## config.mk

```make
export PLATFORM = sky130hd
export DESIGN_NAME = hdmi_cfg_seq
export DESIGN_NICKNAME = d
export VERILOG_FILES = /design/src/rtl/i2c_cmd_pkg.sv /design/src/rtl/hdmi_cfg_rom.sv /design/src/rtl/hdmi_cfg_seq.sv
export SDC_FILE = /design/constraint.sdc
export NUM_CORES = 1
export LEC_CHECK = 0
export BUFFER_PORTS_ARGS = -buffer_cell sky130_fd_sc_hd__buf_2
export CORE_UTILIZATION = 37
export DETAILED_ROUTE_END_ITERATION = 6
export GPL_ROUTABILITY_DRIVEN = 0
export HOLD_SLACK_MARGIN = 0.08
export PLACE_DENSITY = 0.6
export SLEW_MARGIN = 20
export SYNTH_ARGS = -nofsm -noshare
export SYNTH_HDL_FRONTEND = slang
export SYNTH_HIERARCHICAL = 1
export SYNTH_SLANG_ARGS = --single-unit
export TNS_END_PERCENT = 50
```

## constraint.sdc

```tcl
create_clock -name clk -period 3.55 [get_ports clk]
set_input_delay 0.1775 -clock clk [delete_from_list [all_inputs] [get_ports clk]]
set_output_delay 0.1775 -clock clk [all_outputs]
set_load 0.05 [all_outputs]
```

## src/rtl/i2c_cmd_pkg.sv

```systemverilog
`default_nettype none
// ============================================================================
//  Module      : i2c_cmd_pkg
//  Description : Shared definitions for the I2C byte-command interface and the
//                HDMI configuration sequencer: command encodings, the delay
//                entry marker, FSM/phase enumerations and a phase-to-command
//                helper.
//  Revision    : 1.0  initial release
// ============================================================================
package i2c_cmd_pkg;

    // I2C master byte-command encodings
    localparam logic [1:0] CMD_START = 2'b00;
    localparam logic [1:0] CMD_STOP  = 2'b01;
    localparam logic [1:0] CMD_WRITE = 2'b10;
    localparam logic [1:0] CMD_READ  = 2'b11;

    // A table entry whose register byte is this value is a delay, not a write
    localparam logic [7:0] DELAY_MARK = 8'hFF;

    typedef enum logic [3:0] {
        ST_IDLE     = 4'd0,
        ST_PWRUP    = 4'd1,
        ST_FETCH    = 4'd2,
        ST_ISSUE    = 4'd3,
        ST_WAITRSP  = 4'd4,
        ST_DELAY    = 4'd5,
        ST_STOP_NAK = 4'd6,
        ST_FIN      = 4'd7,
        ST_FAIL     = 4'd8
    } seq_state_t;

    // Phases of one single-register write transaction
    typedef enum logic [2:0] {
        PH_START = 3'd0,
        PH_ADDR  = 3'd1,
        PH_REG   = 3'd2,
        PH_VAL   = 3'd3,
        PH_STOP  = 3'd4
    } phase_t;

    function automatic logic [1:0] phase_cmd(input phase_t ph);
        case (ph)
            PH_START: return CMD_START;
            PH_STOP:  return CMD_STOP;
            default:  return CMD_WRITE;
        endcase
    endfunction

endpackage : i2c_cmd_pkg
`default_nettype wire

```

## src/rtl/hdmi_cfg_rom.sv

```systemverilog
`default_nettype none
// ============================================================================
//  Module      : hdmi_cfg_rom
//  Description : N_ENTRIES x 16-bit synchronous configuration ROM, one-cycle
//                read latency. Entry k occupies INIT_DATA[16*k +: 16] and is
//                formatted {reg[15:8], val[7:0]}.
//  Ports       : clk   - clock
//                addr  - entry index
//                rdata - registered entry contents
//  Revision    : 1.0  initial release
// ============================================================================
module hdmi_cfg_rom #(
    parameter int                        N_ENTRIES = 16,
    parameter int                        AW        = $clog2(N_ENTRIES),
    parameter logic [N_ENTRIES*16-1:0]   INIT_DATA = {N_ENTRIES{16'hFF00}}
) (
    input  logic          clk,
    input  logic [AW-1:0] addr,
    output logic [15:0]   rdata
);

    always_ff @(posedge clk) begin
        rdata <= INIT_DATA[{addr, 4'b0000} +: 16];
    end

endmodule : hdmi_cfg_rom
`default_nettype wire

```

## src/rtl/hdmi_cfg_seq.sv

```systemverilog
`default_nettype none
// ============================================================================
//  Module      : hdmi_cfg_seq
//  Description : Autonomous Sil9022 configuration sequencer. Walks the ROM
//                table and issues one I2C single-register write per entry
//                (START, W addr, W reg, W val, STOP), honouring delay entries
//                and retrying NAKed entries.
//  Ports       : clk, rst            - clock, synchronous active-high reset
//                start               - pulse, begin at entry 0 (ignored if busy)
//                busy                - sequence running / bus request
//                done, err, err_idx  - sticky completion / failure status
//                i2c_cmd/data/valid  - command to the I2C master
//                i2c_ready           - master accepts on valid&ready
//                i2c_rsp, i2c_nak    - command finished / slave NAK
//  Revision    : 1.0  initial release
// ============================================================================
module hdmi_cfg_seq
    import i2c_cmd_pkg::*;
#(
    parameter logic [6:0]              DEV_ADDR  = 7'h39,
    parameter int                      N_ENTRIES = 16,
    parameter logic [N_ENTRIES*16-1:0] INIT_DATA = {N_ENTRIES{16'hFF00}},
    parameter int                      PWRUP_DLY = 20,
    parameter int                      DLY_UNIT  = 15,
    parameter int                      RETRIES   = 3
) (
    input  logic                         clk,
    input  logic                         rst,
    input  logic                         start,
    output logic                         busy,
    output logic                         done,
    output logic                         err,
    output logic [$clog2(N_ENTRIES)-1:0] err_idx,
    output logic [1:0]                   i2c_cmd,
    output logic [7:0]                   i2c_data,
    output logic                         i2c_valid,
    input  logic                         i2c_ready,
    input  logic                         i2c_rsp,
    input  logic                         i2c_nak
);

    localparam int AW = $clog2(N_ENTRIES);
    localparam int DW = 8 + DLY_UNIT;
    localparam int RW = $clog2(RETRIES + 2);

    localparam logic [AW-1:0] LAST_IDX = AW'(N_ENTRIES - 1);
    localparam logic [RW-1:0] MAX_RTRY = RW'(RETRIES);

    seq_state_t            r_state;
    phase_t                r_phase;
    logic [AW-1:0]         r_idx;
    logic [RW-1:0]         r_retry;
    logic [PWRUP_DLY-1:0]  r_pwr_cnt;
    logic [DW-1:0]         r_dly_cnt;
    logic                  r_rd_ok;
    logic [7:0]            r_cur_reg;
    logic [7:0]            r_cur_val;

    logic [15:0]           w_rom_rdata;
    phase_t                w_next_phase;
    logic [1:0]            w_next_cmd;
    logic [7:0]            w_next_data;

    hdmi_cfg_rom #(
        .N_ENTRIES (N_ENTRIES),
        .AW        (AW),
        .INIT_DATA (INIT_DATA)
    ) u_rom (
        .clk   (clk),
        .addr  (r_idx),
        .rdata (w_rom_rdata)
    );

    always_comb begin
        w_next_phase = phase_t'(r_phase + 3'd1);
        w_next_cmd   = phase_cmd(w_next_phase);
        case (w_next_phase)
            PH_ADDR: w_next_data = {DEV_ADDR, 1'b0};
            PH_REG:  w_next_data = r_cur_reg;
            PH_VAL:  w_next_data = r_cur_val;
            default: w_next_data = 8'h00;
        endcase
    end

    always_ff @(posedge clk) begin
        if (rst) begin
            r_state   <= ST_IDLE;
            r_phase   <= PH_START;
            r_idx     <= '0;
            r_retry   <= '0;
            r_pwr_cnt <= '0;
            r_dly_cnt <= '0;
            r_rd_ok   <= 1'b0;
            r_cur_reg <= 8'h00;
            r_cur_val <= 8'h00;
            busy      <= 1'b0;
            done      <= 1'b0;
            err       <= 1'b0;
            err_idx   <= '0;
            i2c_valid <= 1'b0;
            i2c_cmd   <= CMD_STOP;
            i2c_data  <= 8'h00;
        end else begin
            case (r_state)
                ST_IDLE: begin
                    if (start) begin
                        done      <= 1'b0;
                        err       <= 1'b0;
                        err_idx   <= '0;
                        r_idx     <= '0;
                        r_retry   <= '0;
                        r_pwr_cnt <= '0;
                        busy      <= 1'b1;
                        r_state   <= ST_PWRUP;
                    end
                end

                ST_PWRUP: begin
                    r_pwr_cnt <= r_pwr_cnt + 1'b1;
                    if (&r_pwr_cnt) begin
                        r_rd_ok <= 1'b0;
                        r_state <= ST_FETCH;
                    end
                end

                // First FETCH cycle only lets the ROM output catch up with r_idx
                ST_FETCH: begin
                    if (!r_rd_ok) begin
                        r_rd_ok <= 1'b1;
                    end else begin
                        r_rd_ok <= 1'b0;
                        if (w_rom_rdata[15:8] == DELAY_MARK) begin
                            if (w_rom_rdata[7:0] == 8'h00) begin
                                r_retry <= '0;
                                if (r_idx == LAST_IDX) begin
                                    r_state <= ST_FIN;
                                end else begin
                                    r_idx   <= r_idx + 1'b1;
                                    r_state <= ST_FETCH;
                                end
                            end else begin
                                r_dly_cnt <= {w_rom_rdata[7:0], {DLY_UNIT{1'b0}}};
                                r_state   <= ST_DELAY;
                            end
                        end else begin
                            r_cur_reg <= w_rom_rdata[15:8];
                            r_cur_val <= w_rom_rdata[7:0];
                            r_phase   <= PH_START;
                            i2c_cmd   <= CMD_START;
                            i2c_data  <= 8'h00;
                            i2c_valid <= 1'b1;
                            r_state   <= ST_ISSUE;
                        end
                    end
                end

                ST_ISSUE: begin
                    if (i2c_ready) begin
                        i2c_valid <= 1'b0;
                        r_state   <= ST_WAITRSP;
                    end
                end

                ST_WAITRSP: begin
                    if (i2c_rsp) begin
                        if ((i2c_cmd == CMD_WRITE) && i2c_nak) begin
                            // Abandon the remaining bytes and release the bus
                            i2c_cmd   <= CMD_STOP;
                            i2c_data  <= 8'h00;
                            i2c_valid <= 1'b1;
                            r_state   <= ST_STOP_NAK;
                        end else if (r_phase == PH_STOP) begin
                            r_retry <= '0;
                            if (r_idx == LAST_IDX) begin
                                r_state <= ST_FIN;
                            end else begin
                                r_idx   <= r_idx + 1'b1;
                                r_state <= ST_FETCH;
                            end
                        end else begin
                            r_phase   <= w_next_phase;
                            i2c_cmd   <= w_next_cmd;
                            i2c_data  <= w_next_data;
                            i2c_valid <= 1'b1;
                            r_state   <= ST_ISSUE;
                        end
                    end
                end

                ST_DELAY: begin
                    r_dly_cnt <= r_dly_cnt - 1'b1;
                    if (r_dly_cnt == DW'(1)) begin
                        r_retry <= '0;
                        if (r_idx == LAST_IDX) begin
                            r_state <= ST_FIN;
                        end else begin
                            r_idx   <= r_idx + 1'b1;
                            r_state <= ST_FETCH;
                        end
                    end
                end

                // valid high: STOP not yet accepted; valid low: awaiting its rsp
                ST_STOP_NAK: begin
                    if (i2c_valid) begin
                        if (i2c_ready) begin
                            i2c_valid <= 1'b0;
                        end
                    end else if (i2c_rsp) begin
                        if (r_retry < MAX_RTRY) begin
                            r_retry   <= r_retry + 1'b1;
                            r_phase   <= PH_START;
                            i2c_cmd   <= CMD_START;
                            i2c_data  <= 8'h00;
                            i2c_valid <= 1'b1;
                            r_state   <= ST_ISSUE;
                        end else begin
                            err     <= 1'b1;
                            err_idx <= r_idx;
                            r_state <= ST_FAIL;
                        end
                    end
                end

                ST_FIN: begin
                    done    <= 1'b1;
                    busy    <= 1'b0;
                    r_state <= ST_IDLE;
                end

                ST_FAIL: begin
                    busy    <= 1'b0;
                    r_state <= ST_IDLE;
                end

                default: begin
                    r_state <= ST_IDLE;
                end
            endcase
        end
    end

endmodule : hdmi_cfg_seq
`default_nettype wire

```

=== Yosys cells after proc, flatten, opt, wreduce, memory -nomap -nowiden ===
Cells that the tools add are included.

* Register bits after elaboration: 108
* Bits in latches: 0
* Memory bits (writable): 0
* Memory bits (read-only): 0
* Output and inout bits: 18
* Word-level logic and storage cells: 187
* Memories kept: 0

* Add/subtract/negate cells: 5
* $mul: 0
* Divide/modulo/power cells: 0
* Order comparisons: 1
* Equal/unequal tests: 35
* Shift-type cells: 1
* Muxes and demuxes: 98
* Bitwise gates (word level): 1
* Reductions and logical operators: 29

{| class="wikitable"
|+ Operators by type and width
! kind !! count
|-
| $shiftx A256 B9 Y16 const A || 1
|-
| $mux W4 || 22
|-
| $mux W23 || 3
|-
| $mux W3 || 23
|-
| $mux W8 || 8
|-
| $pmux W8 S3 || 2
|-
| $pmux W23 S2 || 1
|-
| $pmux W20 S2 || 1
|-
| $ne A2 B2 Y1 const B || 17
|-
| $pmux W4 S7 || 1
|-
| $eq A23 B1 Y1 const B || 1
|-
| $sub A23 B1 Y23 const B || 1
|-
| $add A20 B1 Y20 const B || 1
|-
| $mux W20 || 1
|-
| $reduce_and A20 Y1 || 1
|-
| $reduce_and A9 Y1 || 2
|-
| $mux W1 || 17
|-
| $eq A4 B3 Y1 const B || 4
|-
| $mux W2 || 8
|-
| $pmux W4 S4 || 1
|-
| $reduce_and A8 Y1 || 2
|-
| $pmux W3 S5 || 1
|-
| $reduce_and A12 Y1 || 1
|-
| $reduce_bool A2 Y1 || 6
|-
| 32 further kinds || 44
|}

=== Longest topological paths before layout ===
Gate-level depths: netlist of run 1.

* Word-level depth: 7
* Gate-level depth with buffers: 9

=== By module ===
The synthesis of run 1 kept the hierarchy.

{| class="wikitable"
|+ By module, submodules not included
! module !! times used !! cells an instance !! area an instance (um^2) !! sequential area each (um^2)
|-
| hdmi_cfg_seq || 1 || 569 || 4,823.4 || 1,841.8
|-
| hdmi_cfg_rom || 1 || 18 || 127.6 || 0.0
|}

=== Worst setup path before layout of run 1 ===
OpenSTA, ideal clock, no wires.

* Kind: register to register
* Start point: register r_dly_cnt[6]
* End point: register r_idx[2]
* Arrival: 2.058 ns
* Required time: 3.434 ns
* Path slack: 1.376 ns
* Stages on the path, launching flop included: 7
* Path buffers: 0
* Period minus slack after synthesis: 2.174 ns
* Path through: dfxtp_1 > or4_1 > and4bb_4 > a31oi_4 > nor4_4 > a21oi_1 > a31o_1

* Word-level cells in the longest chain between the ends: 3

{| class="wikitable"
|+ RTL lines
! element !! RTL line !! source
|-
| start, declared || hdmi_cfg_seq.sv:54 || <nowiki>logic [DW-1:0] r_dly_cnt;</nowiki>
|-
| start signal, assigned || hdmi_cfg_seq.sv:142 || <nowiki>r_dly_cnt <= {w_rom_rdata[7:0], {DLY_UNIT{1'b0}}};</nowiki>
|-
| start signal, assigned || hdmi_cfg_seq.sv:191 || <nowiki>r_dly_cnt <= r_dly_cnt - 1'b1;</nowiki>
|-
| $eq A23 B1 Y1 || hdmi_cfg_seq.sv:192 || <nowiki>if (r_dly_cnt == DW'(1)) begin</nowiki>
|-
| $ne A2 B2 Y1 (no line) || -- ||
|-
| $reduce_and A9 Y1 (no line) || -- ||
|-
| end signal, assigned || hdmi_cfg_seq.sv:138 || <nowiki>r_idx <= r_idx + 1'b1;</nowiki>
|-
| end signal, assigned || hdmi_cfg_seq.sv:177 || <nowiki>r_idx <= r_idx + 1'b1;</nowiki>
|-
| end signal, assigned || hdmi_cfg_seq.sv:197 || <nowiki>r_idx <= r_idx + 1'b1;</nowiki>
|-
| end, declared || hdmi_cfg_seq.sv:51 || <nowiki>logic [AW-1:0] r_idx;</nowiki>
|}

No other way between the ends.
A chain may end at the register's enable or synchronous reset.

=== Worst setup path after layout of run 1 ===
* Start point: register r_state[2]
* End point: register r_pwr_cnt[10]

* Word-level cells in the longest chain between the ends: 3

{| class="wikitable"
|+ RTL lines
! element !! RTL line !! source
|-
| start, declared || hdmi_cfg_seq.sv:49 || <nowiki>seq_state_t r_state;</nowiki>
|-
| start signal, assigned || hdmi_cfg_seq.sv:87 || <nowiki>r_state <= ST_IDLE;</nowiki>
|-
| start signal, assigned || hdmi_cfg_seq.sv:114 || <nowiki>r_state <= ST_PWRUP;</nowiki>
|-
| start signal, assigned || hdmi_cfg_seq.sv:122 || <nowiki>r_state <= ST_FETCH;</nowiki>
|-
| $eq A4 B1 Y1 or $logic_not A4 Y1 (tied branches) || hdmi_cfg_seq.sv:104 || <nowiki>case (r_state)</nowiki>
|-
| $reduce_bool A2 Y1 (no line) or $ne A2 B2 Y1 (tied branches) || -- ||
|-
| $reduce_and A2 Y1 (no line) || -- ||
|-
| end signal, assigned || hdmi_cfg_seq.sv:119 || <nowiki>r_pwr_cnt <= r_pwr_cnt + 1'b1;</nowiki>
|-
| end, declared || hdmi_cfg_seq.sv:53 || <nowiki>logic [PWRUP_DLY-1:0] r_pwr_cnt;</nowiki>
|}

Parallel ways exist; a longest one is shown, timed or not.

==> impl_metrics.csv, run 1 <==
group,metric,value,unit
outcome,run_status,"completed",
layout,final_nets,610,
setup_path,endpoint_kind,"register",
setup_path,reg2regPathDepth,6,
clock_tree,cts.reportedPaths.clkPinSlew,0.06,ns
global_routing,most_used_routing_layer_in_global_routing,"met2",
yosys,synth_enable_flop_cells,0,
routing,post_drt_wl_per_cell,14.3,um
sta,setup_repair_after_global_routing_missed_its_margin,"no",
routing,via_per_inst,5.48,
clock_tree,post-cts-setup-buffer-count,0,
layout,post-route-util,42.3,%
yosys,ys_seq_area_share,37.2,%
yosys,synth_fa_ha_area_share,2.53,%
yosys,postSynthRegisterBits,92,
yosys,synth-warning-count,6,
sta,final.setup.tns,0,ns
power,p_sw,1.20,mW
yosys,post_synth_mux_area_share,7.61,%
clock_tree,number_of_clock_buffers_inserted_by_tritoncts,9,
yosys,synth_cells,587,
global_routing,grt_pass1_vias,4014,
yosys,synth_compound_gate_area_share,14.7,%
place,port_buffers,23,
power,power.share.sequential,38.3,%
setup_path,crit_family,"simple AND/OR/NAND/NOR gates",
setup_path,setup.worst_path.class,"register to register",
setup_path,cp_num_buf_inv,0,
layout,num-fill-cells,1305,
power,power.combinational.fraction,32.5,%
routing,drt_first_iter_violations,211,
floorplan,die_area,13800,um2
floorplan,die_y,118,um
routing,drt-total-wl,11.0,mm
setup_path,reg2reg_slack,0.97,ns
layout,p_r_area_growth_vs_syn,9.45,%
sta,max_freq,387,MHz
worst_hold_path,holdCritStartpoint,"start",
layout,registers.top_by_ff_count,"r_dly_cnt",
yosys,syn_avg_cell_area,8.43,um2
yosys,synth_simple_gate_area_share,29.6,%
sta,max_slew.worst_pin.slew,0.869,ns
setup_path,worstReg2RegStart,"r_state[2]",
layout,largest_register_ffs,23,
power,maximum_resistive_drop_on_vdd,0.260,mV
sta,worst_slew_margin_rel,41.9,%
worst_hold_path,worst_hold_path_type,"input port to register",
floorplan,die_w,118,um
setup_path,critPathLaunchType,"register",
global_routing,maximum_number_of_pins_on_one_net_before_global_route_repair,46,
global_routing,grt_antenna_before_repair,0,
sta,worst_clock_skew,0.00512,ns
yosys,dominant_combinational_cell_family_by_area_after_synthesis,"simple AND/OR/NAND/NOR gates",
layout,reg.largest.list,"r_dly_cnt: 23 flops, r_pwr_cnt: 20 flops",
sta,finalMaxSlewViolations,0,
global_routing,globalRouteMet1Util,21.5,%
sta,report.final.setup_viol,0,
floorplan,coreArea,12800,um2
setup_path,reg2reg_to,"r_pwr_cnt[10]",
floorplan,start_util,38.6,%
job,timing.max_cap.violations,0,
layout,number_of_antenna_repair_diodes,0,
yosys,synth-main-ff-cell,"dfxtp_1",
floorplan,rows,41,
global_routing,grt_first_pass_wirelength,18.9,mm
sta,final_min_period_over_clock_period,72.7,%
worst_hold_path,worstHoldPathCells,4,
power,p_clk_share,29.2,%
place,hpwl,7.69,mm
clock_tree,htree_num_levels,3,
global_routing,overall_track_demand_over_capacity_in_global_routing,16.6,%
clock_tree,cts_resized,0,
setup_path,critPathMaxStageDelay,0.58,ns
floorplan,floorplan.io_pins,24,
power,intPower,2.14,mW
global_routing,grt_overflow_total,0,
yosys,synth_async_sr_flop_share,0,%
clock_tree,post_cts_hold_buffer_count,0,
layout,multiInputGateArea,2870,um2
sta,timing.final.hold_violations,0,
routing,drc,0,
clock_tree,tritoncts,"done",
setup_path,critical_path_arrival,2.86,ns
setup_path,worstPathCellList,"nor2_1 -> nand3b_1 -> nor3_2 -> and4_1 -> mux2i_1 -> nor2b_1",
worst_hold_path,whs_endpoint,"done",
sta,final.min_clock_period,2.58,ns
yosys,synth_area_in_xor_xnor,2.12,%
global_routing,grt.met3_usage,3.00,%
clock_tree,ctsLongestPathBuffers,2,
setup_path,critPathRequiredTime,3.83,ns
routing,num_vias,4227,
global_routing,globalRouteMet2Util,26.5,%
setup_path,crit_slowest_cell,"dfxtp_1",
layout,drive_gt1_share,12.5,%
clock_tree,clkLatencyLatePin,0.35,ns
routing,dr.pass1.iters,4,
layout,ff_latch_area,1840,um2
routing,ant_nets,0,
yosys,synthesis.area,4950,um2
power,power.leakage,2.13,nW
setup_path,critical_path.max_fanout,26,
power,pwr_density_cell,617,nW/um2
power,power.share.switching,36.0,%
yosys,ys_types,64,
clock_tree,clk_root_buffer_cell,"clkbuf_16",
clock_tree,clock_sink_count,92,
[cell usage in the layout (no fill, tap or decap), drive strengths merged, types with 5 or more instances in the layout]
master / netlist / layout
nor2: 96 / 96
xnor2: 9 / 9
ha: 10 / 10
nand2: 38 / 38
o21ai: 13 / 13
a311oi: 5 / 5
nor4b: 6 / 6
nand3: 25 / 25
nor4: 8 / 8
o311ai: 5 / 5
clkbuf: 18 / 11
nand4: 9 / 9
a21oi: 49 / 49
nor3: 19 / 19
o211ai: 6 / 6
and3: 10 / 10
conb: 2 / 16
mux2: 5 / 5
buf: 27 / 27
dfxtp: 92 / 92
inv: 12 / 12
a221oi: 5 / 5
a31oi: 7 / 7
or3: 11 / 11
nand3b: 8 / 8
nand2b: 8 / 8
mux2i: 32 / 32
a211oi: 6 / 6
a22oi: 5 / 5
[tightest hold or removal path, delay by kind of cell]
| family | cells | cell delay, ns |
|---|---|---|
| and+or+nand+nor | 2 | 0.20 |
| AOI/OAI and AO/OA | 1 | 0.06 |
| buffers and inverters | 1 | 0.13 |
[routing by layer]
layer,vias up,wire [um]
met5,-,0
met4,0,215
met3,18,424
met2,92,5020
met1,2013,5340
li1,2104,-
[metrics by stage]
| step | hold WS (ns) | std cells | cell area, um2 | worst slack, ns | total power [mW] |
|---|---|---|---|---|---|
| after floorplan | 0.371 | 601 | 5000 | 1.38 | 2.18 |
| after global placement | 0.438 | 755 | 5110 | 0.907 | 2.36 |
| after detailed placement | 0.442 | 755 | 5110 | 0.773 | 2.38 |
| after CTS | 0.261 | 771 | 5410 | 0.748 | 3.36 |
| after global routing | 0.302 | 771 | 5420 | 0.753 | 3.56 |
| final | 0.278 | 771 | 5420 | 0.969 | 3.34 |
[cell type report]
| cell class | instances | share of cell area [%] |
|---|---|---|
| Multi-Input combinational cell | 452 | 52.9 |
| Clock buffer | 11 | 4.66 |
| Timing Repair Buffer | 27 | 2.68 |
| Sequential cell | 92 | 34.0 |
| Clock inverter | 5 | 0.924 |
| Tap cell | 172 | 3.97 |
| Inverter | 12 | 0.831 |
[cell families (layout without fill, tap and decap cells)]
group / count (synthesis) / count (layout)
other: 2 / 16
multiplexers: 37 / 37
AO/OA/AOI/OAI: 111 / 111
buffers and inverters: 57 / 55
XOR/XNOR: 12 / 12
AND/OR/NAND/NOR: 266 / 266
flip-flops: 92 / 92
adder cells (fa/ha/maj): 10 / 10
[worst max-delay path by stage]
stage / from / endpoint / slack [ns] / cells past startpoint
3_3_place_gp: r_state[2] / i2c_data[0] / 0.91 / 6
3_5_place_dp: r_state[2] / i2c_data[2] / 0.77 / 6
5_1_grt: r_state[2] / i2c_data[7] / 0.75 / 6
4_1_cts: r_state[2] / i2c_data[2] / 0.75 / 6
6_report: r_state[2] / r_pwr_cnt[10] / 0.97 / 6
2_1_floorplan: r_dly_cnt[6] / r_idx[2] / 1.38 / 6
[power groups by stage]
stage	clock network, mW	logic [mW]	registers, mW
6_report	0.978	1.09	1.28
5_1_grt	1.06	1.20	1.30
4_1_cts	1.00	1.09	1.28
3_5_place_dp	0	1.08	1.30
3_3_place_gp	0	1.07	1.29
2_1_floorplan	0	0.898	1.28
[cell usage after synthesis (3+ instances only)]
cell,number,area (um2)
a21oi_1,49,245
ha_1,10,125
or2_2,4,25.0
nand4_1,9,56.3
nor3_1,14,70.1
nand4b_1,3,26.3
buf_6,3,33.8
o211ai_1,6,45.0
nand2b_1,8,50.1
inv_1,12,45.0
nor2_1,95,357
buf_1,3,11.3
nor3_2,4,40.0
nand3b_1,8,60.1
and3_1,10,62.6
xor2_1,3,26.3
buf_2,5,25.0
and2_1,3,18.8
nor2b_1,3,18.8
o311ai_0,4,35.0
nand2_1,38,143
o21ai_0,12,60.1
clkbuf_1,18,67.6
a211oi_1,6,45.0
mux2i_1,32,320
mux2_2,5,56.3
a221oi_1,5,43.8
xnor2_1,9,78.8
nor4_1,4,25.0
a21o_1,3,22.5
dfxtp_1,92,1840
a311oi_1,5,43.8
nand3_1,25,125
or3_1,11,68.8
buf_4,16,120
a22oi_1,5,37.5
nor4b_1,3,26.3
nor4b_2,3,45.0
a31oi_1,5,31.3
Power figures use the tool's default switching activity.
==> run 2: changes to the inputs <==
--- a/config.mk
+++ b/config.mk
@@ -5,12 +5,13 @@
 export SDC_FILE = /design/constraint.sdc
 export NUM_CORES = 1
 export LEC_CHECK = 0
+export ABC_AREA = 1
 export BUFFER_PORTS_ARGS = -buffer_cell sky130_fd_sc_hd__buf_2
 export CORE_UTILIZATION = 37
 export DETAILED_ROUTE_END_ITERATION = 6
 export GPL_ROUTABILITY_DRIVEN = 0
 export HOLD_SLACK_MARGIN = 0.08
-export PLACE_DENSITY = 0.6
+export PLACE_DENSITY = 0.61
 export SLEW_MARGIN = 20
 export SYNTH_ARGS = -nofsm -noshare
 export SYNTH_HDL_FRONTEND = slang
==> constraint.sdc (replaced) <==
create_clock -name clk -period 2.1 [get_ports clk]
set_input_delay 0.105 -clock clk [delete_from_list [all_inputs] [get_ports clk]]
set_output_delay 0.105 -clock clk [all_outputs]
set_load 0.05 [all_outputs]
==> run 2 against run 1 <==
  * Via count increased by 17%
  * Area after synthesis increased by 8.2%
  * Sequential power increased by 86%
  * Flip-flop and latch count unchanged
==> impl_metrics.csv, run 2 <==
group,metric,value,unit
sta,finalMaxSlewViolations,0,
yosys,synthMostInstantiatedCell,"nand2_1",
layout,drive_gt1_share,12.2,%
layout,multiInputGateArea,2980,um2
clock_tree,htree_num_levels,3,
setup_path,critical_path.max_fanout,7,
sta,worst_clock_skew,0.00785,ns
place,hpwl,8.98,mm
sta,final.min_clock_period,1.93,ns
power,maximum_resistive_drop_on_vdd,0.615,mV
sta,hold-worst-slack,0.168,ns
layout,final_cell_mix,"nand2_1, nor2_1, dfxtp_1",
floorplan,floorplan.io_pins,24,
global_routing,grt.met3_usage,3.39,%
sta,max_freq,518,MHz
power,pwr_density_cell,1500,nW/um2
floorplan,die_y,122,um
floorplan,die_w,122,um
yosys,dominant_combinational_cell_family_by_area_after_synthesis,"simple AND/OR/NAND/NOR gates",
sta,final.setup.tns,0,ns
yosys,yosysTopAreaCellShare,34.4,%
global_routing,globalRouteMet1Util,23.5,%
place,port_buffers,23,
clock_tree,clk_root_buffer_cell,"clkbuf_16",
setup_path,setup.worst_path.class,"register to register",
power,power.leakage,2.54,nW
sta,max_slew.worst_pin.slew,0.713,ns
yosys,synth_simple_gate_area_share,33.9,%
setup_path,critPathRequiredTime,2.31,ns
outcome,run_status,"completed",
layout,ff_latch_area,1840,um2
routing,drt_first_iter_violations,390,
setup_path,endpoint_kind,"register",
worst_hold_path,worst_hold_path_type,"input port to register",
yosys,synthTopCellsByCount,"nand2_1, nor2_1, dfxtp_1",
clock_tree,post-cts-setup-buffer-count,0,
layout,mostFrequentLayoutCell,"nand2_1",
yosys,synth-main-ff-cell,"dfxtp_1",
clock_tree,cts.reportedPaths.clkPinSlew,0.07,ns
routing,post_drt_wl_per_cell,12.2,um
global_routing,maximum_number_of_pins_on_one_net_before_global_route_repair,47,
setup_path,reg2reg_to,"i2c_data[5]",
setup_path,critPathMaxStageDelay,0.36,ns
layout,registers.top_by_ff_count,"r_dly_cnt",
yosys,synth_compound_gate_area_share,17.1,%
sta,setup_repair_after_global_routing_missed_its_margin,"no",
routing,drt-total-wl,12.3,mm
setup_path,reg2reg_slack,0.17,ns
setup_path,worstPathCellList,"ha_1 -> ha_1 -> nand2_1 -> inv_1 -> a221oi_1 -> nor2_1 -> nand2_1 -> a21oi_1",
floorplan,rows,43,
floorplan,coreArea,14000,um2
routing,dr.pass1.iters,5,
worst_hold_path,holdCritStartpoint,"i2c_ready",
yosys,syn_avg_cell_area,6.69,um2
clock_tree,ctsLongestPathBuffers,2,
layout,num-fill-cells,1495,
layout,number_of_antenna_repair_diodes,0,
floorplan,die_area,15000,um2
routing,drc,0,
yosys,synth_area_leaders,"dfxtp_1, nand2_1, nor2_1, a21oi_1, inv_1",
sta,final_min_period_over_clock_period,91.9,%
yosys,synth_fa_ha_area_share,2.34,%
yosys,synth_enable_flop_cells,0,
clock_tree,clkLatencyLatePin,0.35,ns
yosys,synth_area_in_xor_xnor,0.981,%
yosys,synth_cells,801,
yosys,synthesis.area,5360,um2
global_routing,globalRouteMet2Util,27.3,%
routing,num_vias,4955,
global_routing,overall_track_demand_over_capacity_in_global_routing,17.3,%
yosys,ys_types,48,
layout,largest_register_ffs,23,
sta,report.final.setup_viol,0,
sta,timing.final.hold_violations,0,
routing,ant_nets,0,
setup_path,critical_path_arrival,2.14,ns
setup_path,reg2regPathDepth,8,
yosys,area_leader_netlist,"dfxtp_1",
global_routing,most_used_routing_layer_in_global_routing,"met2",
layout,reg.largest.list,"r_dly_cnt: 23 flops, r_pwr_cnt: 20 flops",
floorplan,start_util,38.3,%
worst_hold_path,worstHoldPathCells,4,
setup_path,critPathLaunchType,"register",
yosys,synth_async_sr_flop_share,0,%
clock_tree,number_of_clock_buffers_inserted_by_tritoncts,9,
clock_tree,clock_sink_count,92,
yosys,post_synth_mux_area_share,0,%
global_routing,grt_antenna_before_repair,0,
yosys,synth-warning-count,6,
routing,via_per_inst,4.91,
global_routing,grt_pass1_vias,4425,
yosys,ys_seq_area_share,34.4,%
global_routing,grt_overflow_total,0,
worst_hold_path,whs_endpoint,"i2c_valid",
layout,p_r_area_growth_vs_syn,10.7,%
job,timing.max_cap.violations,0,
setup_path,worstReg2RegStart,"r_phase[0]",
global_routing,grt_first_pass_wirelength,20.8,mm
sta,worst_slew_margin_rel,52.3,%
setup_path,crit_slowest_cell,"dfxtp_1",
clock_tree,tritoncts,"done",
layout,final_nets,842,
yosys,postSynthRegisterBits,92,
run 2: layout make-up:
class / instances / share of cell area [%]
Tap cell: 180 / 3.80
Multi-Input combinational cell: 597 / 50.2
Timing Repair Buffer: 37 / 3.71
Clock buffer: 9 / 3.80
Inverter: 89 / 5.91
Sequential cell: 92 / 31.1
Clock inverter: 6 / 1.52
run 2: per-stage QoR:
stage	total power [mW]	utilization (%)	cell area (um2)	worst slack [ns]	instances
global placement	7.13	40.1	5610	0.188	995
floorplan	6.21	-	5410	0.424	815
detailed placement	7.13	40.1	5610	0.181	995
CTS	8.92	42.3	5920	0.159	1010
global route	9.66	42.4	5930	0.0115	1010
finish	8.90	42.4	5930	0.170	1010
run 2: per-layer routing:
metal  share of wire (%)  up-vias  wire (um)
li1                    -     2653          -
met1                  52     2214       6400
met2                  44       75       5400
met3                 2.8       13        339
met4                 1.4        0        174
met5                   0        -          0
run 2: cells by family after synthesis:
kind of cell	Yosys count
simple gates	404
xor+xnor	6
fa+ha+maj	10
compound gates	161
flops	92
buf+inv	126
other cells	2
run 2: worst max path at each step:
| stage | from | end | slack (ns) | depth (start not counted) |
|---|---|---|---|---|
| CTS | r_phase[0] | i2c_data[5] | 0.16 | 8 |
| detailed placement | r_phase[0] | i2c_data[5] | 0.18 | 8 |
| global route | r_dly_cnt[12] | r_retry[1] | 0.01 | 9 |
| finish | r_phase[0] | i2c_data[5] | 0.17 | 8 |
| global placement | r_phase[0] | i2c_data[5] | 0.19 | 8 |
| floorplan | i2c_cmd[1] | i2c_cmd[1] | 0.42 | 8 |
run 2: repair_timing:
item / in CTS / in global routing
endpoints found under the setup margin: 0 / 3
gates resized for setup: 0 / 1
hold buffers: 0 / 0
run 2: critical path: cells and delay by family, from the launching register on:
family	cells	cell delay [ns]
AO/OA/AOI/OAI	2	0.36
buffers and inverters	1	0.12
adder cells (fa/ha/maj)	2	0.56
flip-flops	1	0.36
AND/OR/NAND/NOR	3	0.40
run 2: power breakdown:
part           switching, mW  internal [mW]  total, mW
Combinational           3.25           1.54       4.78
Sequential             0.291           2.09       2.38
Clock                  0.702           1.04       1.74
